### src/rtl/exec_forward_unit.sv
`default_nettype none
// ============================================================================
//  Module      : exec_forward_unit
//  Description : Execute-stage operand forwarding and load-use hazard unit.
//                Resolves NUM_SRC source operands against LANES result lanes
//                in EX, MEM, WB and a HOLD_DEPTH-deep stall-capture buffer.
//                Raises stall on load-use hazards.
//  Revision    : 1.0  initial release
// ============================================================================
module exec_forward_unit #(
    parameter int XLEN           = 32,
    parameter int REG_BITS       = 5,
    parameter int LANES          = 2,
    parameter int NUM_SRC        = 2,
    parameter int HOLD_DEPTH     = 2,
    parameter bit LOAD_STALL_MEM = 1'b1,
    parameter int CNT_W          = 16
) (
    input  logic                         clk,
    input  logic                         rst_n,
    input  logic                         halt,
    input  logic                         id_valid,
    input  logic [NUM_SRC*REG_BITS-1:0]  src_reg,
    input  logic [NUM_SRC*XLEN-1:0]      rf_data,
    input  logic                         ex_valid,
    input  logic                         ex_is_load,
    input  logic [LANES*REG_BITS-1:0]    ex_tgt,
    input  logic [LANES*XLEN-1:0]        ex_result,
    input  logic                         mem_valid,
    input  logic                         mem_is_load,
    input  logic [LANES*REG_BITS-1:0]    mem_tgt,
    input  logic [LANES*XLEN-1:0]        mem_result,
    input  logic                         wb_valid,
    input  logic [LANES*REG_BITS-1:0]    wb_tgt,
    input  logic [LANES*XLEN-1:0]        wb_result,
    output logic [NUM_SRC*XLEN-1:0]      operand,
    output logic                         stall,
    output logic                         hold_ovf,
    output logic [CNT_W-1:0]             stall_count
);

    localparam logic [CNT_W-1:0] c_cnt_one = {{(CNT_W-1){1'b0}}, 1'b1};

    // Stall-capture buffer: entry 0 is the newest WB snapshot
    logic [HOLD_DEPTH-1:0]        r_hold_valid;
    logic [LANES*REG_BITS-1:0]    r_hold_tgt  [HOLD_DEPTH];
    logic [LANES*XLEN-1:0]        r_hold_data [HOLD_DEPTH];
    logic                         r_hold_ovf;
    logic [CNT_W-1:0]             r_stall_count;
    logic                         w_stall;
    logic                         w_advance;

    // A lane hits a source when its stage is live, it writes a real register
    // (index 0 is hard-wired zero) and the indices agree.
    function automatic logic lane_hit(input logic                v,
                                      input logic [REG_BITS-1:0] t,
                                      input logic [REG_BITS-1:0] s);
        return v && (t != '0) && (t == s);
    endfunction

    // Load-use hazard detection against EX (and optionally MEM) loads
    always_comb begin
        logic ex_dep;
        logic mem_dep;
        ex_dep  = 1'b0;
        mem_dep = 1'b0;
        for (int k = 0; k < NUM_SRC; k++) begin
            for (int l = 0; l < LANES; l++) begin
                if (lane_hit(ex_valid, ex_tgt[l*REG_BITS +: REG_BITS],
                             src_reg[k*REG_BITS +: REG_BITS]))
                    ex_dep = 1'b1;
                if (lane_hit(mem_valid, mem_tgt[l*REG_BITS +: REG_BITS],
                             src_reg[k*REG_BITS +: REG_BITS]))
                    mem_dep = 1'b1;
            end
        end
        w_stall = id_valid && ((ex_is_load && ex_dep) ||
                               (LOAD_STALL_MEM && mem_is_load && mem_dep));
    end

    // Operand select: sources are scanned lowest priority first so the
    // highest-priority hit (EX lane 0) is the last one to assign.
    always_comb begin
        operand = rf_data;
        for (int k = 0; k < NUM_SRC; k++) begin
            for (int h = HOLD_DEPTH-1; h >= 0; h--) begin
                for (int l = LANES-1; l >= 0; l--) begin
                    if (lane_hit(r_hold_valid[h], r_hold_tgt[h][l*REG_BITS +: REG_BITS],
                                 src_reg[k*REG_BITS +: REG_BITS]))
                        operand[k*XLEN +: XLEN] = r_hold_data[h][l*XLEN +: XLEN];
                end
            end
            for (int l = LANES-1; l >= 0; l--) begin
                if (lane_hit(wb_valid, wb_tgt[l*REG_BITS +: REG_BITS],
                             src_reg[k*REG_BITS +: REG_BITS]))
                    operand[k*XLEN +: XLEN] = wb_result[l*XLEN +: XLEN];
            end
            for (int l = LANES-1; l >= 0; l--) begin
                if (lane_hit(mem_valid, mem_tgt[l*REG_BITS +: REG_BITS],
                             src_reg[k*REG_BITS +: REG_BITS]))
                    operand[k*XLEN +: XLEN] = mem_result[l*XLEN +: XLEN];
            end
            for (int l = LANES-1; l >= 0; l--) begin
                if (lane_hit(ex_valid, ex_tgt[l*REG_BITS +: REG_BITS],
                             src_reg[k*REG_BITS +: REG_BITS]))
                    operand[k*XLEN +: XLEN] = ex_result[l*XLEN +: XLEN];
            end
        end
    end

    assign w_advance = w_stall && !halt;

    // Hold valids and stall statistics: shift in WB while stalled, flush otherwise
    always_ff @(posedge clk or negedge rst_n) begin
        if (!rst_n) begin
            r_hold_valid  <= '0;
            r_hold_ovf    <= 1'b0;
            r_stall_count <= '0;
        end else if (!halt) begin
            if (w_stall) begin
                r_hold_valid[0] <= wb_valid;
                for (int i = 1; i < HOLD_DEPTH; i++)
                    r_hold_valid[i] <= r_hold_valid[i-1];
                if (r_hold_valid[HOLD_DEPTH-1])
                    r_hold_ovf <= 1'b1;
                if (r_stall_count != '1)
                    r_stall_count <= r_stall_count + c_cnt_one;
            end else begin
                r_hold_valid <= '0;
            end
        end
    end

    // Hold payload shifts with the valids; left stale when invalidated
    always_ff @(posedge clk) begin
        if (w_advance) begin
            r_hold_tgt[0]  <= wb_tgt;
            r_hold_data[0] <= wb_result;
            for (int i = 1; i < HOLD_DEPTH; i++) begin
                r_hold_tgt[i]  <= r_hold_tgt[i-1];
                r_hold_data[i] <= r_hold_data[i-1];
            end
        end
    end

    assign stall       = w_stall;
    assign hold_ovf    = r_hold_ovf;
    assign stall_count = r_stall_count;

endmodule
`default_nettype wire
### config.mk
export PLATFORM = sky130hd
export DESIGN_NAME = exec_forward_unit
export DESIGN_NICKNAME = d
export VERILOG_FILES = /design/src/rtl/exec_forward_unit.sv
export SDC_FILE = /design/constraint.sdc
export NUM_CORES = 1
export LEC_CHECK = 0
export BUFFER_PORTS_ARGS = -buffer_cell sky130_fd_sc_hd__buf_2
export CAP_MARGIN = 20
export CORE_UTILIZATION = 48
export DETAILED_ROUTE_END_ITERATION = 12
export PLACE_DENSITY = 0.88
export SLEW_MARGIN = 20
export SYNTH_ARGS = -nofsm -noshare
export SYNTH_HDL_FRONTEND = slang
export SYNTH_SLANG_ARGS = --single-unit
export TNS_END_PERCENT = 100
### constraint.sdc
create_clock -name clk -period 2.75 [get_ports clk]
set_input_delay 0.4125 -clock clk [delete_from_list [all_inputs] [get_ports clk]]
set_output_delay 0.4125 -clock clk [all_outputs]
set_load 0.02 [all_outputs]
# [Word-level counts from Yosys, hierarchy flattened]
# Memories as Yosys holds them, arrays and structs flattened.
# Index checks and enable logic that the tools add are counted.
[totals] latchBits=0 regBits=19 rom_bits=0 wordCells=107 memories=2 out_inout_bits=82 mem_bits_rw=148 input_bits=305
[op_classes] mul=0 eq_ne=21 magnitude_cmp=0 n_reduce_logical=48 mux=31 n_shift=0 n_div=0 addsub=1 bitwise=1
[mem_list] name="r_hold_data" depth=2 width=64 rd=2 rd_ports_with_merged_regs=0 wr=2 line="47" source="logic [LANES*XLEN-1:0] r_hold_data [HOLD_DEPTH];"
[mem_list] name="r_hold_tgt" depth=2 width=10 rd=2 rd_ports_with_merged_regs=0 wr=2 line="46" source="logic [LANES*REG_BITS-1:0] r_hold_tgt [HOLD_DEPTH];"
[op_table] cell="32-bit two-way mux" count=20
[op_table] cell="5-bit == test" count=20
[op_table] cell="5-bit nonzero test" count=10
[op_table] cell="1-bit logical AND" count=34
[op_table] cell="16-bit by 1-bit adder with 16-bit output (second input constant)" count=1
[op_table] cell="16-bit inequality test (second input constant)" count=1
[op_table] cell="1-bit two-way mux" count=10
[op_table] cell="3-bit AND reduction" count=2
[op_table] cell="2-bit two-way mux" count=1
[op_table] cell="1-bit zero test" count=1
[op_table] cell="1-bit logical OR" count=1
[op_table] cell="1-bit NOT" count=1

# [Depth between registers and ports, before layout]
[logic_depth] depth_word=13 mapped_depth=11 ltp_nobuf=7

# [Worst setup path before layout]
# Ideal clock, no wire load.
[synth_timing] path_type="input port to flip-flop" startpoint="input src_reg[4]" endpoint="memory r_hold_data[0][0] (netlist name), enable pin" setup_time_ns=0.658 n_path_buf=1 required_time_ns=2.092 setup_slack_ns=-5.770 t_arrival_ns=7.861 cell_stages=7 path_cell_list="buf_2 > xnor2_1 > nand4_1 > nor3_1 > o41ai_2 > a21o_1 > nor2_1"
[synth_rtl] item="start, declared" line="23" source="input logic [NUM_SRC*REG_BITS-1:0] src_reg,"
[synth_rtl] item="end, declared" line="47"

==> flow_summary_export.csv <==
group,metric,value,unit
synthesis,yosysTopAreaCell,"edfxtp_1",
setup_path,critical_path_class,"flop to primary output",
timing,setup_viol,70,
job,cap_violations,0,
detailed_routing,ant_nets,0,
power,p_leak,7.92,nW
synthesis,synth-main-ff-cell,"edfxtp_1",
placement,post-place-ws,-541,ps
power,power_frac_comb,26.8,%
setup_path,end_kind,"primary output",
power,power.switching,2.16,mW
setup_path,cpPeakStageDelay,560,ps
layout,fillers,1668,
global_routing,grt_antenna_before_repair,7,
detailed_routing,met2_length,28.7,mm
timing,final.setup_skew,11.9,ps
timing,worst-slew-pin-transition,600,ps
detailed_routing,wl_per_cell,26.7,um
detailed_routing,routed_via_density,6.92,
synthesis,avgSynthCellArea,8.55,um^2
power,power.internal,5.06,mW
setup_path,crit_path_max_fanout,8,
setup_path,path_cells,"or4_4 > o211ai_1 > nor4_4 > buf_6 > buf_12 > mux2i_1 > a211oi_2 > a211oi_2 > o41ai_4 > buf_4",
clock_tree,root_buffer,"clkbuf_16",
detailed_routing,drc,0,
power,p_per_area,364,nW/um^2
synthesis,synth_top_area_share,34.8,%
clock_tree,cts_max_path_buffers,2,
global_routing,track_usage,44.2,%
global_routing,grt_max_degree,45,
power,swShare,29.9,%
synthesis,yosys.cell_count.top_type,"nor2_1",
hold_path,hold_path_class,"input pin to flop",
placement,gp_congestion,0.976,
floorplanning,start_util,49.1,%
global_routing,grt_overflow,0,
power,power,7.22,mW
synthesis,syn-cell-area,12800,um^2
synthesis,syn_inst,1496,
floorplanning,num_rows,59,
clock_tree,clock-sinks,167,
global_routing,grt_pass1_wl,89.3,mm
detailed_routing,wl_met1,21.1,mm
placement,numPortBuffers,386,
power,pwr-share-clk,33.7,%
timing,maxSlewHeadroom,59.9,%
power,power_frac_seq,39.5,%
timing,setup_slack,-981,ps
floorplanning,ios,387,
detailed_routing,wl,64.1,mm
clock_tree,clk_latency,420,ps
setup_path,cp.required,2340,ps
layout,synthToLayoutAreaGrowth,55.0,%
synthesis,synth.area.top_cells,"edfxtp_1, nor2_1, a211oi_1, xnor2_1, nand2_1",
detailed_routing,drtIter0Drc,2895,
floorplanning,die_w,165,um
floorplanning,coreArea,26100,um^2
setup_path,critPathLaunchType,"flop",
detailed_routing,routed-wl-met3,9.16,mm
floorplanning,fp.dieH,165,um
synthesis,synth_commonest_cells,"nor2_1, nand2_1, edfxtp_1",
clock_tree,cts_buffers,17,
synthesis,ys_async_sr_fraction,11.4,%
synthesis,ys_types,61,
setup_path,cp_common_cell,"a211oi_2",
timing,min_period_over_period,136,%
layout,final_nets,2349,
detailed_routing,top_layer_used,"met5",
detailed_routing,num_vias,16600,
clock_tree,htree_levels,4,
detailed_routing,drt-pass1-iter-count,8,
synthesis,synth_nets,1802,
timing,timing.fmax,0.268,GHz
timing,drv_slew,0,
setup_path,cpMaxStageDelayCell,"or4_4",
synthesis,ys_ff_latch,167,
timing,grt_setup_unrepaired,"true",
power,ir_worst_vdd,0.000363,V
layout,layout-drive-gt1-share,46.0,%
timing,min_period,3730,ps
clock_tree,cts_tree,"yes",
timing,hold_viol_final,0,
synthesis,synth-seq-area-share,38.5,%
outcome,violations,"negative setup slack",
clock_tree,cts.clk_slew.worst_paths,80,ps
floorplanning,die_area,27300,um^2
synthesis,yosys_warnings,0,
global_routing,first_global_vias,15700,
setup_path,arrival,3320,ps
synthesis,synth_edf_count,148,
placement,hpwl,42.1,mm
outcome,status,"complete, but fails checks",
## logic make-up after synthesis
| logic type | count (synthesis) | share of synthesized area, % |
|---|---|---|
| simple gates | 556 | 19.6 |
| compound gates | 475 | 26.3 |
| flops | 167 | 38.5 |
| buf+inv | 150 | 5.13 |
| xor+xnor | 115 | 7.88 |
| mux | 32 | 2.51 |
| fa+ha+maj | 1 | 0.0979 |
## final cells by class
class / instances / area [um^2] / area share [%]
multi-input cells: 1179 / 8880 / 44.8
well taps: 335 / 419 / 2.11
diodes: 8 / 20.0 / 0.101
clock inverters: 8 / 56.3 / 0.284
flip-flops and latches: 167 / 4920 / 24.8
repair buffers: 668 / 4940 / 24.9
clock buffers: 24 / 536 / 2.70
inverters: 10 / 37.5 / 0.189
## power groups by stage
stage	Combinational (mW)	Clock, mW	Sequential [mW]
final	1.94	2.43	2.85
after global routing	2.01	2.52	2.85
after CTS	1.80	2.42	2.85
after detailed placement	1.66	0	2.90
after global placement	1.63	0	2.90
after floorplan	0.890	0	2.92
## sequential cells by signal, indices dropped and copies added, names as in the netlist
name / count
r_hold_data: 128
stall_count: 16
r_hold_valid: 2
hold_ovf: 1
r_hold_tgt: 20
## stage by stage
stage                     std cells  hold WS, ps  cell area (um^2)  utilization (%)  setup TNS (ps)
after detailed placement       2315          369             17500             67.3          -78300
final                          2399          190             19800             76.1          -50990
after CTS                      2370          176             19000             73.1          -43590
after global placement         2315          368             17500             67.3          -63990
after global routing           2396          185             19800             76.0          -56530
after floorplan                1496          117             13700                -         -222850
## cells in the final DEF, fill, tap and decap left out, types with 9 or more instances in the layout
cell type / netlist / final
xor2_1: 38 / 38
o211ai_1: 11 / 11
a31oi_1: 36 / 29
buf_12: 0 / 34
a211oi_2: 0 / 57
a22oi_1: 31 / 31
edfxtp_1: 148 / 148
a211oi_1: 90 / 31
buf_2: 29 / 322
buf_6: 6 / 46
nand3_1: 103 / 99
buf_4: 3 / 256
o311ai_1: 0 / 15
inv_1: 10 / 9
o311ai_2: 0 / 12
clkbuf_16: 0 / 23
a221oi_2: 0 / 20
nor2_1: 193 / 177
o22ai_1: 60 / 60
nand4_1: 12 / 12
o21ai_2: 0 / 29
dfrtp_1: 19 / 18
o21ai_0: 50 / 37
a21oi_1: 62 / 62
nor2_2: 0 / 10
o41ai_4: 0 / 31
xnor2_1: 77 / 70
nand2_1: 177 / 174
mux2i_1: 32 / 27
## timing repair
| action | 4_1_cts | 5_1_grt |
|---|---|---|
| setup endpoints to repair | 65 | 170 |
| pin swaps | 65 | 109 |
| gates cloned | 4 | 3 |
| hold buffers | 1 | 0 |
| gates resized for setup | 169 | 98 |
| endpoints found under the hold margin | 19 | 0 |
| buffers inserted | 19 | 21 |
## layer usage
metal	global-route usage (%)	vias to the layer above
met4	30.1	2
met5	0	-
met1	51.7	7617
met2	69.0	1696
li1	-	6827
met3	13.9	455
## worst max-delay path: cells and delay by family, from the launching register on
| kind | cells | cell delay [ps] |
|---|---|---|
| muxes | 1 | 140 |
| buffers and inverters | 3 | 550 |
| and+or+nand+nor | 2 | 620 |
| DFF | 1 | 420 |
| AOI/OAI and AO/OA | 4 | 1160 |
## path summary, 6_finish.rpt
| path | from | to | slack (ps) | cells past startpoint |
|---|---|---|---|---|
| max | r_hold_tgt[0][19] | operand[9] | -980 | 10 |
| min | wb_result[55] | r_hold_data[0][55] | 190 | 1 |
| max reg2reg | stall_count[5] | stall_count[15] | 510 | 8 |
| min reg2reg | r_hold_data[0][13] | r_hold_data[0][77] | 480 | 0 |
| max in group asynchronous | rst_n | r_hold_valid[1] | 1950 | 2 |
| min in group asynchronous | rst_n | stall_count[4] | 470 | 2 |
(Power assumes the default switching activity.)
